$ cat config.mk
export PLATFORM = sky130hd
export DESIGN_NAME = rpm_period_averager
export DESIGN_NICKNAME = d
export VERILOG_FILES = /design/src/rtl/rpm_pkg.sv /design/src/rtl/rpm_avg_ring.sv /design/src/rtl/rpm_period_averager.sv
export SDC_FILE = /design/constraint.sdc
export NUM_CORES = 1
export LEC_CHECK = 0
export ABC_AREA = 1
export BUFFER_PORTS_ARGS = -buffer_cell sky130_fd_sc_hd__buf_2
export CAP_MARGIN = 20
export CORE_UTILIZATION = 50
export CTS_CLUSTER_DIAMETER = 80
export DETAILED_ROUTE_END_ITERATION = 16
export PLACE_DENSITY = 0.8
export RECOVER_POWER = 50
export SLEW_MARGIN = 10
export SYNTH_ARGS = -nofsm -noshare
export SYNTH_HDL_FRONTEND = slang
export SYNTH_SLANG_ARGS = --single-unit
$ cat constraint.sdc
create_clock -name clk -period 4.75 [get_ports clk]
set_input_delay 0.475 -clock clk [delete_from_list [all_inputs] [get_ports clk]]
set_output_delay 0.475 -clock clk [all_outputs]
set_load 0.005 [all_outputs]
$ cat src/rtl/rpm_pkg.sv
// rtl/rpm_pkg.sv - shared defaults, sum-width rule and period type for the tooth-period averager
package rpm_pkg;

    localparam int DEF_WIDTH        = 16;
    localparam int DEF_LOG2_DEPTH   = 3;
    localparam int DEF_SUM_WIDTH    = 19;
    localparam int DEF_REJECT_LIMIT = 3;

    typedef logic [DEF_WIDTH-1:0] period_t;

    // Smallest running-sum width that can hold DEPTH full-scale periods without overflow
    function automatic int min_sum_width(input int width, input int log2_depth);
        return width + $clog2(2 ** log2_depth);
    endfunction

endpackage

$ cat src/rtl/rpm_avg_ring.sv
// rtl/rpm_avg_ring.sv - DEPTH x WIDTH period ring with write pointer and oldest-sample read port
module rpm_avg_ring
    import rpm_pkg::*;
#(
    parameter int WIDTH      = DEF_WIDTH,
    parameter int LOG2_DEPTH = DEF_LOG2_DEPTH
) (
    input  logic             clk,
    input  logic             flush,
    input  logic             we,
    input  logic             restart,
    input  logic [WIDTH-1:0] wdata,
    output logic [WIDTH-1:0] oldest
);

    localparam int DEPTH = 1 << LOG2_DEPTH;

    logic [WIDTH-1:0]      mem [DEPTH];
    logic [LOG2_DEPTH-1:0] wptr;
    logic [LOG2_DEPTH-1:0] waddr;

    // A restart always lands the new sample in slot 0
    assign waddr  = restart ? '0 : wptr;
    // The slot about to be overwritten holds the oldest sample once the window is full
    assign oldest = mem[wptr];

    // Write pointer: cleared on flush, jumps to 1 on restart, otherwise advances per write
    always_ff @(posedge clk) begin
        if (flush) begin
            wptr <= '0;
        end else if (restart) begin
            wptr <= LOG2_DEPTH'(1);
        end else if (we) begin
            wptr <= wptr + 1'b1;
        end
    end

    // Sample storage is deliberately not reset; stale contents are never read before refill
    always_ff @(posedge clk) begin
        if (we) begin
            mem[waddr] <= wdata;
        end
    end

endmodule

$ cat src/rtl/rpm_period_averager.sv
// rtl/rpm_period_averager.sv - moving-average tooth-period filter; optional outlier reject via RPM_AVG_OUTLIER_REJECT_EN
module rpm_period_averager
    import rpm_pkg::*;
#(
    parameter int WIDTH        = DEF_WIDTH,
    parameter int LOG2_DEPTH   = DEF_LOG2_DEPTH,
    parameter int SUM_WIDTH    = DEF_SUM_WIDTH,
    parameter int REJECT_LIMIT = DEF_REJECT_LIMIT
) (
    input  logic                  clk,
    input  logic                  reset,
    input  logic                  in_valid,
    input  logic [WIDTH-1:0]      in_period,
    input  logic                  clear,
    output logic [SUM_WIDTH-1:0]  sum,
    output logic [WIDTH-1:0]      avg_period,
    output logic                  avg_valid,
    output logic [LOG2_DEPTH:0]   fill_count,
    output logic                  full,
    output logic                  reject
);

    localparam int                DEPTH     = 1 << LOG2_DEPTH;
    localparam logic [LOG2_DEPTH:0] DEPTH_CNT = (LOG2_DEPTH + 1)'(DEPTH);

    if (LOG2_DEPTH < 1 || LOG2_DEPTH > 6) begin : g_bad_depth
        $error("LOG2_DEPTH must be in 1..6");
    end
    if (SUM_WIDTH < min_sum_width(WIDTH, LOG2_DEPTH)) begin : g_bad_sum
        $error("SUM_WIDTH too narrow for WIDTH and LOG2_DEPTH");
    end
    if (REJECT_LIMIT < 1) begin : g_bad_limit
        $error("REJECT_LIMIT must be at least 1");
    end

    logic                 flush;
    logic                 take;
    logic                 accept;
    logic                 restart;
    logic                 avg_pend;
    logic [WIDTH-1:0]     oldest;
    logic [SUM_WIDTH-1:0] in_ext;
    logic [SUM_WIDTH-1:0] old_ext;
    logic [LOG2_DEPTH:0]  fill_next;

    // Reset and clear share one flush path, and clear beats a same-cycle sample
    assign flush     = reset | clear;
    assign take      = in_valid & ~flush;
    assign in_ext    = SUM_WIDTH'(in_period);
    assign old_ext   = SUM_WIDTH'(oldest);
    assign fill_next = fill_count + 1'b1;
    assign full      = (fill_count == DEPTH_CNT);

`ifdef RPM_AVG_OUTLIER_REJECT_EN
    localparam int RC_W = $clog2(REJECT_LIMIT + 1);

    logic [RC_W-1:0]      rej_cnt;
    logic [SUM_WIDTH-1:0] avg_now;
    logic                 outlier;
    logic                 last_strike;

    // Outlier band is judged against the live window mean before this sample lands
    assign avg_now     = sum >> LOG2_DEPTH;
    assign outlier     = full && (({1'b0, in_ext} > {avg_now, 1'b0}) || (in_ext < (avg_now >> 1)));
    assign last_strike = (rej_cnt == RC_W'(REJECT_LIMIT - 1));
    assign accept      = take & ~outlier;
    assign restart     = take & outlier & last_strike;

    // Count consecutive outliers; the limit-th one restarts the window instead of pulsing reject
    always_ff @(posedge clk) begin
        if (flush) begin
            rej_cnt <= '0;
            reject  <= 1'b0;
        end else begin
            reject <= take & outlier & ~last_strike;
            if (take) begin
                rej_cnt <= (outlier && !last_strike) ? rej_cnt + 1'b1 : '0;
            end
        end
    end
`else
    assign accept  = take;
    assign restart = 1'b0;
    assign reject  = 1'b0;
`endif

    rpm_avg_ring #(
        .WIDTH      (WIDTH),
        .LOG2_DEPTH (LOG2_DEPTH)
    ) u_ring (
        .clk     (clk),
        .flush   (flush),
        .we      (accept | restart),
        .restart (restart),
        .wdata   (in_period),
        .oldest  (oldest)
    );

    // Running sum and fill level: add newest, drop oldest once the window is full
    always_ff @(posedge clk) begin
        if (flush) begin
            sum        <= '0;
            fill_count <= '0;
            avg_pend   <= 1'b0;
        end else begin
            avg_pend <= 1'b0;
            if (restart) begin
                sum        <= in_ext;
                fill_count <= (LOG2_DEPTH + 1)'(1);
            end else if (accept) begin
                if (full) begin
                    sum      <= sum + in_ext - old_ext;
                    avg_pend <= 1'b1;
                end else begin
                    sum        <= sum + in_ext;
                    fill_count <= fill_next;
                    avg_pend   <= (fill_next == DEPTH_CNT);
                end
            end
        end
    end

    // Second pipeline stage: latch the average one cycle after the sum settles
    always_ff @(posedge clk) begin
        if (flush) begin
            avg_period <= '0;
            avg_valid  <= 1'b0;
        end else begin
            avg_valid <= avg_pend;
            if (avg_pend) begin
                avg_period <= sum[LOG2_DEPTH +: WIDTH];
            end
        end
    end

endmodule
==> run_results.csv, run 1 <==
group,metric,value,unit
routing,vias_per_cell,5.60,
logic_synthesis,ys_top_cells_by_area,"edfxtp_1 44%, dfxtp_1 11%, nand2_1 8.0%",
clock_tree,clock_path_buffers,2,
global_route,grt_max_degree,42,
place,globalplace.congestion,0.967,
place,dpl.cell_count,1236,
clock_tree,clk_pin_slew,80,ps
clock_tree,holdBufCountCts,0,
routing,firstDrtPassIters,7,
clock_tree,cts_tree,"built",
logic_synthesis,muxShareOfSynthArea,0,
timing,relSlewSlack,0.216,
clock_tree,cts_root_buffer,"clkbuf_16",
global_route,grt_pass1_wl,34.6,mm
floorplan,std_cell_rows,48,
logic_synthesis,synth-simple-area-share,0.203,
timing,period_needed,3840,ps
timing,finalHoldViolCount,0,
pwr,seq_power_share,0.486,
cells_and_area,diodes,0,
logic_synthesis,syn_area,8820,sq um
logic_synthesis,synth_fa_ha_area_frac,0.0485,
logic_synthesis,ys_warn_count,0,
timing,tightest_slew,1180,ps
run,cap_viol_max_count,0,
floorplan,die_y,135,um
logic_synthesis,synth_seq_cells,175,
logic_synthesis,yosys.cell_count.top_type,"nand2_1",
logic_synthesis,synth_xor_area_frac,0.0217,
clock_tree,cts_setup_buffers,0,
timing,slew_violations,0,
pwr,power_density,345,nW/um^2
floorplan,core,17200,sq um
timing,holdWs,408,ps
clock_tree,clk_latency,440,ps
worst_setup_path,cp-start-kind,"register",
pwr,switching_share,0.275,
routing,drt_iter0_markers,562,
logic_synthesis,syn-instance-count,972,
worst_setup_path,critPathCaptureType,"register",
timing,fin_setup_tns,0,ps
logic_synthesis,synth_edf_count,128,
floorplan,start_util,0.512,
logic_synthesis,yosysTopAreaCell,"edfxtp_1",
clock_tree,clock_sinks,175,
place,io_buffers,60,
clock_tree,cts_buffers,17,
floorplan,pin_count,62,
timing,setup_violations,0,
global_route,antenna_found_initial,0,
routing,drc,0,
cells_and_area,nets,1083,
timing,fin_worst_skew,10.2,ps
timing,fmax,0.260,GHz
cells_and_area,fillers,1498,
worst_setup_path,worstSetupPathType,"reg2reg",
place,dp_hpwl,15.1,mm
worst_setup_path,cp_max_fo,41,
outcome,status,"complete, no violations",
routing,wl,22.0,mm
cells_and_area,final_layout_size_suffix_gt1_frac,0.115,
routing,drtAntennaViolNets,0,
global_route,grt_usage,0.252,
cells_and_area,final_cells,1268,
pwr,switching_power,0.939,mW
pwr,clkPwrFrac,0.409,
logic_synthesis,synth-compound-area-share,0.128,
pwr,power_frac_comb,0.105,
logic_synthesis,syn_area_per_cell,9.08,sq um
routing,wl_per_cell,17.3,um
min_path,hp-class,"in2reg",
global_route,grt_pass1_vias,6585,
pwr,p_leak,4.01,nW
timing,rsz0062_at_grt,"no",
logic_synthesis,synth_ff_type,"edfxtp_1",
logic_synthesis,syn_nets,1025,
worst_setup_path,arrival,4200,ps
pwr,vdd_drop_max,0.271,mV
logic_synthesis,synthArstFlopShare,0,
logic_synthesis,synth_top_area_share,0.436,
logic_synthesis,synth_common_cells,"188 x nand2_1, 128 x edfxtp_1, 126 x nor2_1, 99 x o21ai_0, 80 x inv_1",
logic_synthesis,ys_seq_area_frac,0.542,
cells_and_area,area_growth,12.1,%
floorplan,die_w,135,um
floorplan,die_area,18200,sq um
timing,finalCritPeriodShare,0.809,
worst_setup_path,required,5100,ps
clock_tree,h-tree-depth,4,
global_route,grt-ovfl-total,0,
routing,num_vias,7100,
pwr,internal_power,2.47,mW
clock_tree,cts_resized,0,
logic_synthesis,synth_top_family_by_area,"simple AND/OR/NAND/NOR gates",
logic_synthesis,synth_cell_types,45,
[worst max-delay path: stages (launching register included)]
cell,delay (ps)
dfxtp_2,690
inv_2,420
o21ai_0,270
o22ai_1,90
nor2_1,100
a31oi_1,60
ha_1,290
fa_1,420
nor2_1,110
nand2_1,80
nor2_1,100
nor2_1,50
inv_1,90
nand3_1,70
nand2_1,110
nand3_2,130
nand2_2,100
nand3_1,110
nand2_1,100
nand2_1,50
nand3_1,60
nand2_1,60
a21oi_1,140
[sequential cells by signal, summed over array words and instances, names as in the netlist, named ones only]
name / count
avg_pend: 1
avg_period: 16
avg_valid: 1
fill_count: 4
sum: 19
u_ring.mem: 128
u_ring.wptr: 3
[path summary, 6_finish.rpt]
check,startpoint,endpoint,slack (ps),cells past startpoint
setup reg to reg,register,sum[14]$_SDFFE_PP0P_,910,22
setup / recovery,register,sum[14]$_SDFFE_PP0P_,910,22
hold / removal,in_period[2],u_ring.mem[0][2]$_DFFE_PP_,410,1
hold reg to reg,avg_period[9]$_SDFFE_PP0P_,avg_period[9]$_SDFFE_PP0P_,470,2
[through the flow]
stage | utilization | setup WS (ps) | cell area (sq um) | total power [mW]
floorplan | - | 1610 | 8820 | 1.94
global placement | 0.542 | 1100 | 9350 | 2.04
detailed placement | 0.542 | 1040 | 9350 | 2.05
CTS | 0.576 | 1030 | 9930 | 3.42
global route | 0.574 | 559 | 9890 | 3.53
finish | 0.574 | 905 | 9890 | 3.41
[kinds of logic after synthesis]
family,Yosys count
buf+inv,121
fa+ha+maj,33
flops,175
other cells,1
xor+xnor,21
compound gates,203
simple gates,418
[power by group through the flow]
stage / logic (mW) / registers [mW] / clock network, mW
after floorplan: 0.256 / 1.69 / 0
after global placement: 0.347 / 1.69 / 0
after detailed placement: 0.353 / 1.69 / 0
after CTS: 0.357 / 1.66 / 1.40
after global routing: 0.401 / 1.66 / 1.47
final: 0.358 / 1.66 / 1.40
[metal layers]
| layer | global-route usage | part of all wire | wire length, um |
|---|---|---|---|
| met5 | 0 | 0 | 0 |
| met2 | 0.405 | 0.47 | 10300 |
| met1 | 0.338 | 0.43 | 9510 |
| met4 | 0.0986 | 0.027 | 586 |
| met3 | 0.0499 | 0.069 | 1530 |
[cells in the final DEF, fill, tap and decap left out, types with 7 or more instances in the layout]
master / instances
buf_2: 30
nor2_1: 126
nor2_2: 8
a21oi_1: 50
o21ai_0: 99
nand2_2: 13
o21ai_1: 9
ha_1: 31
dfxtp_1: 46
nand4_1: 7
nand3_1: 57
o22ai_1: 13
nand2_1: 188
inv_1: 80
buf_4: 13
clkbuf_1: 30
o221ai_1: 9
xor2_1: 15
clkbuf_16: 17
edfxtp_1: 128
inv_8: 9
[cell type report]
type / count / area, sq um / share of cell area
clock inverter: 15 / 159 / 0.0161
inverter: 85 / 319 / 0.0323
timing repair buffer: 75 / 368 / 0.0372
tap: 225 / 282 / 0.0285
multi-input combinational: 676 / 3550 / 0.359
clock buffer: 17 / 425 / 0.0430
sequential: 175 / 4790 / 0.484
Power figures use the tool's default switching activity.
==> run 2: changes to the inputs <==
==> constraint.sdc (replaced) <==
create_clock -name clk -period 3.8 [get_ports clk]
set_input_delay 0.38 -clock clk [delete_from_list [all_inputs] [get_ports clk]]
set_output_delay 0.38 -clock clk [all_outputs]
set_load 0.005 [all_outputs]
==> run 2 against run 1 <==
  * Wire length is 2.3% lower
  * Largest power group unchanged
  * Combinational power is 27% higher
  * Hold slack worse by 92 ps
  * Highest routed layer unchanged
==> run_results.csv, run 2 (same netlist as run 1, synthesis figures left out) <==
group,metric,value,unit
cells_and_area,nets,1093,
clock_tree,clock_sinks,175,
pwr,power_density,423,nW/um^2
cells_and_area,area_growth,13.2,%
cells_and_area,utilization,0.579,
worst_setup_path,critPathCaptureType,"register",
clock_tree,h-tree-depth,4,
clock_tree,clk_latency,440,ps
worst_setup_path,reg2reg_depth,23,
floorplan,pin_count,62,
global_route,antenna_found_initial,0,
place,place_area,9440,sq um
floorplan,die_w,135,um
clock_tree,clock_path_buffers,2,
routing,drtAntennaViolNets,0,
timing,finalHoldViolCount,0,
timing,rsz0062_at_grt,"no",
global_route,grt_pass1_vias,6743,
floorplan,core,17200,sq um
timing,period_needed,3400,ps
clock_tree,cts_resized,0,
global_route,grt_usage,0.249,
timing,relSlewSlack,0.309,
clock_tree,cts_setup_buffers,0,
min_path,hold_start,"in_period[2]",
clock_tree,clk_pin_slew,70,ps
pwr,p_leak,4.05,nW
timing,fmax,0.294,GHz
routing,num_vias,7141,
routing,firstDrtPassIters,7,
routing,wl,21.5,mm
cells_and_area,multi_input_area,3550,sq um
clock_tree,cts_tree,"built",
global_route,grt_max_degree,36,
timing,setup_violations,0,
floorplan,start_util,0.512,
floorplan,std_cell_rows,48,
global_route,grt-ovfl-total,0,
routing,wl_per_cell,16.8,um
cells_and_area,final_cell_mix,"188 x nand2_1, 128 x edfxtp_1, 126 x nor2_1",
run,cap_viol_max_count,0,
worst_setup_path,cp_max_fo,19,
worst_setup_path,cp-start-kind,"register",
timing,fin_worst_skew,9.03,ps
cells_and_area,largest_register_ffs,128,
timing,fin_setup_tns,0,ps
worst_setup_path,r2r_end,"sum[18]$_SDFFE_PP0P_",
timing,tightest_slew,1040,ps
cells_and_area,fillers,1434,
cells_and_area,mostFrequentLayoutCell,"nand2_1",
worst_setup_path,r2r_setup_slack,400,ps
cells_and_area,regArea,4790,sq um
timing,slew_violations,0,
floorplan,die_area,18200,sq um
cells_and_area,reg_top3,"u_ring.mem: 128 flops, sum: 19 flops, avg_period: 16 flops",
routing,vias_per_cell,5.59,
cells_and_area,final_cell_area,9990,sq um
floorplan,die_y,135,um
outcome,status,"complete, no violations",
place,globalplace.congestion,0.965,
cells_and_area,top_register,"u_ring.mem",
worst_setup_path,arrival,3700,ps
global_route,grt_pass1_wl,33.9,mm
clock_tree,holdBufCountCts,0,
timing,finalCritPeriodShare,0.894,
worst_setup_path,worstSetupPathType,"reg2reg",
place,io_buffers,60,
pwr,vdd_drop_max,0.316,mV
routing,drc,0,
worst_setup_path,required,4100,ps
cells_and_area,final_layout_size_suffix_gt1_frac,0.126,
timing,holdWs,316,ps
clock_tree,cts_root_buffer,"clkbuf_16",
min_path,hp-class,"in2reg",
clock_tree,cts_buffers,17,
place,dp_hpwl,15.0,mm
min_path,worst_hold_path.endpoint,"u_ring.mem[4][2]$_DFFE_PP_",
routing,drt_iter0_markers,626,
min_path,holdPathStages,1,
cells_and_area,diodes,0,
## run 2: critical path: stages (launching register included)
cell	delay (ps)
dfxtp_1	530
inv_2	240
o21ai_0	130
o22ai_1	110
nor2_1	100
a31oi_1	70
ha_1	310
fa_1	420
nor2_1	120
nand2_1	90
nor2_1	100
nor2_1	50
inv_1	90
nand3_1	80
nand2_1	120
nand3_2	110
nand2_2	90
nand3_1	120
nand2_1	100
nand2_1	70
nand2_1	60
nand2_1	40
nand2_1	60
a21oi_2	50
## run 2: per-layer routing
metal,track usage,up-vias,share of wire
met3,0.0552,55,0.083
met1,0.323,3329,0.42
met4,0.117,0,0.030
li1,-,3463,-
met2,0.397,294,0.47
met5,0,-,0
## run 2: worst max-delay path by stage
stage	endpoint	from	slack, ps
after floorplan	sum[17]$_SDFFE_PP0P_	in_period[0]	750
after global placement	sum[17]$_SDFFE_PP0P_	in_period[0]	410
after detailed placement	sum[17]$_SDFFE_PP0P_	in_period[0]	340
after CTS	sum[18]$_SDFFE_PP0P_	register	510
after global routing	sum[17]$_SDFFE_PP0P_	register	140
final	sum[18]$_SDFFE_PP0P_	register	400
## run 2: stage by stage
step	setup slack [ps]	std cells	power, mW
4_1_cts	514	1278	4.24
6_report	403	1278	4.23
5_1_grt	140	1278	4.37
3_3_place_gp	412	1246	2.55
3_5_place_dp	343	1246	2.56
2_1_floorplan	751	972	2.43
## run 2: cell type report
class	instances	area share
flip-flops and latches	175	0.479
multi-input cells	676	0.355
repair buffers	85	0.0460
clock buffers	17	0.0426
inverters	85	0.0320
well taps	225	0.0282
clock inverters	15	0.0165
## run 2: power breakdown
| part | internal (mW) | switching (mW) |
|---|---|---|
| clock network | 0.880 | 0.821 |
| registers | 2.06 | 0.0126 |
| logic | 0.150 | 0.304 |
==> run 3: changes to the inputs <==
--- a/config.mk
+++ b/config.mk
@@ -5,7 +5,7 @@
 export SDC_FILE = /design/constraint.sdc
 export NUM_CORES = 1
 export LEC_CHECK = 0
-export ABC_AREA = 1
+export ABC_AREA = 0
 export BUFFER_PORTS_ARGS = -buffer_cell sky130_fd_sc_hd__buf_2
 export CAP_MARGIN = 20
 export CORE_UTILIZATION = 50
==> run 3 against run 2 <==
  * The run now ends with negative setup slack left
  * Global-route usage is 0.88 points lower
  * Worst setup slack worse by 520 ps
  * Wire length is 5.2% lower
  * Non-clock buffer count is 73 higher
  * Critical path type unchanged
==> run_results.csv, run 3 <==
group,metric,value,unit
global_route,grt-ovfl-total,0,
pwr,internal_power,3.34,mW
logic_synthesis,synth_edf_count,128,
floorplan,start_util,0.517,
place,pre_cts_ws,-517,ps
timing,relSlewSlack,0.368,
floorplan,die_area,17100,sq um
clock_tree,clock_sinks,175,
routing,drc,0,
logic_synthesis,syn_area_per_cell,13.4,sq um
routing,wl_per_cell,20.4,um
pwr,p_leak,3.68,nW
place,dpl.cell_count,947,
routing,drtAntennaViolNets,0,
timing,slew_violations,0,
pwr,vdd_drop_max,0.334,mV
logic_synthesis,yosys.cell_count.top_type,"edfxtp_1",
timing,finalHoldViolCount,0,
worst_setup_path,cp-start-kind,"register",
clock_tree,clock_path_buffers,2,
global_route,grt_pass1_vias,5613,
clock_tree,cts_buffers,17,
cells_and_area,final_cells,996,
outcome,violations,"negative setup slack",
outcome,status,"finished, violations left",
worst_setup_path,required,4130,ps
floorplan,pin_count,62,
pwr,switching_power,1.13,mW
run,cap_viol_max_count,0,
timing,tightest_slew,947,ps
routing,vias_per_cell,5.92,
place,io_buffers,60,
logic_synthesis,syn_area,8270,sq um
cells_and_area,largest_register_ffs,128,
floorplan,std_cell_rows,46,
place,dp_hpwl,13.8,mm
logic_synthesis,synth_ff_type,"edfxtp_1",
routing,firstDrtPassIters,5,
cells_and_area,utilization,0.642,
timing,finalCritPeriodShare,1.03,
global_route,antenna_found_initial,0,
clock_tree,clk_pin_slew,70,ps
logic_synthesis,ys_warn_count,0,
timing,holdWs,245,ps
pwr,seq_power_share,0.465,
worst_setup_path,arrival,4240,ps
logic_synthesis,synth_seq_cells,175,
place,globalplace.congestion,0.895,
cells_and_area,final_layout_size_suffix_gt1_frac,0.297,
logic_synthesis,syn_nets,669,
logic_synthesis,synth_top_area_share,0.465,
pwr,power_density,435,nW/um^2
cells_and_area,final_cell_mix,"128 x edfxtp_1, 83 x buf_4, 60 x nor2_1",
timing,rsz0062_at_grt,"yes",
cells_and_area,mostFrequentLayoutCell,"edfxtp_1",
clock_tree,cts_tree,"built",
timing,fin_worst_skew,9.59,ps
clock_tree,cts_root_buffer,"clkbuf_16",
logic_synthesis,ys_seq_area_frac,0.578,
floorplan,core,16000,sq um
worst_setup_path,cp_max_fo,5,
logic_synthesis,ys_top_cells_by_area,"edfxtp_1 46%, dfxtp_1 11%, mux4_2 8.7%",
cells_and_area,reg_top3,"u_ring.mem: 128 flops, sum: 19 flops, avg_period: 16 flops",
floorplan,die_y,131,um
cells_and_area,area_growth,24.2,%
pwr,clkPwrFrac,0.371,
logic_synthesis,synthArstFlopShare,0,
cells_and_area,final_cell_area,10300,sq um
logic_synthesis,synth_cell_types,67,
pwr,power_frac_comb,0.164,
timing,fin_setup_tns,-396,ps
routing,num_vias,5892,
place,place_area,9440,sq um
worst_setup_path,critPathCaptureType,"register",
worst_setup_path,worstSetupPathType,"reg2reg",
logic_synthesis,yosysTopAreaCell,"edfxtp_1",
routing,wl,20.3,mm
pwr,switching_share,0.253,
global_route,grt_pass1_wl,29.7,mm
global_route,grt_max_degree,38,
timing,setup_ws,-115,ps
global_route,grt_usage,0.240,
floorplan,die_w,131,um
timing,setup_violations,5,
clock_tree,h-tree-depth,4,
clock_tree,clk_latency,430,ps
routing,drt_iter0_markers,503,
cells_and_area,fillers,1185,
timing,fmax,0.255,GHz
cells_and_area,top_register,"u_ring.mem",
cells_and_area,nets,820,
logic_synthesis,synth_common_cells,"128 x edfxtp_1, 60 x nor2_1, 47 x dfxtp_1, 40 x nand2_1, 35 x mux2i_1",
logic_synthesis,syn-instance-count,616,
pwr,finalPower,4.48,mW
min_path,hp-class,"in2reg",
cells_and_area,diodes,0,
clock_tree,holdBufCountCts,0,
timing,period_needed,3910,ps
## run 3: logic make-up (layout without fill, tap and decap cells)
group,count (synthesis),after routing,synth area share
and+or+nand+nor,160,160,0.0904
muxes,71,71,0.138
buffers and inverters,41,205,0.0204
other,1,1,0.000453
AOI/OAI and AO/OA,103,103,0.0865
adders and majority gates,34,34,0.0531
DFF,175,175,0.578
xor gates and xnor gates,31,31,0.0328
## run 3: power by group through the flow
stage                     clock network, mW  registers [mW]  logic (mW)
final                                  1.66            2.08       0.734
after global routing                   1.77            2.08       0.785
after CTS                              1.69            2.08       0.661
after detailed placement                  0            2.12       0.617
after global placement                    0            2.12       0.590
after floorplan                           0            2.12       0.394
## run 3: timing repair
action	4_1_cts	5_1_grt
pin swaps	29	23
setup buffers	10	7
resized for setup	22	22
gates cloned	0	1
setup endpoints to repair	6	7
## run 3: per-layer routing
layer | wire length (um) | up-vias | GRT usage
li1 | - | 2670 | -
met1 | 8440 | 2936 | 0.304
met2 | 9920 | 243 | 0.392
met3 | 1490 | 43 | 0.0643
met4 | 477 | 0 | 0.0987
met5 | 0 | - | 0
## run 3: cell type report
cell class	instances	area [sq um]	area share
Multi-Input combinational cell	400	3610	0.352
Inverter	15	56.3	0.00548
Timing Repair Buffer	158	981	0.0954
Tap cell	216	270	0.0263
Clock buffer	22	495	0.0482
Sequential cell	175	4790	0.466
Clock inverter	10	72.6	0.00706
## run 3: path summary, 6_finish.rpt
path,start,to,slack (ps),cells past startpoint
worst max-delay path,sum[0]$_SDFFE_PP0P_,sum[15]$_SDFFE_PP0P_,-110,18
worst min-delay path,reset,sum[18]$_SDFFE_PP0P_,250,3
worst max register to register,sum[0]$_SDFFE_PP0P_,sum[15]$_SDFFE_PP0P_,-110,18
worst min register to register,sum[18]$_SDFFE_PP0P_,sum[18]$_SDFFE_PP0P_,500,2
## run 3: critical path, stage by stage (launching register included)
cell	delay [ps]
dfxtp_2	340
ha_4	160
fa_2	380
a21oi_4	180
buf_4	140
nor2b_1	40
nor2_1	120
xnor2_1	100
ha_1	400
o21ai_0	150
a21oi_2	250
o21ai_1	120
a31oi_1	270
o211a_1	230
o221a_2	180
or2_1	160
mux2i_1	230
a31oi_1	120
a31o_2	230
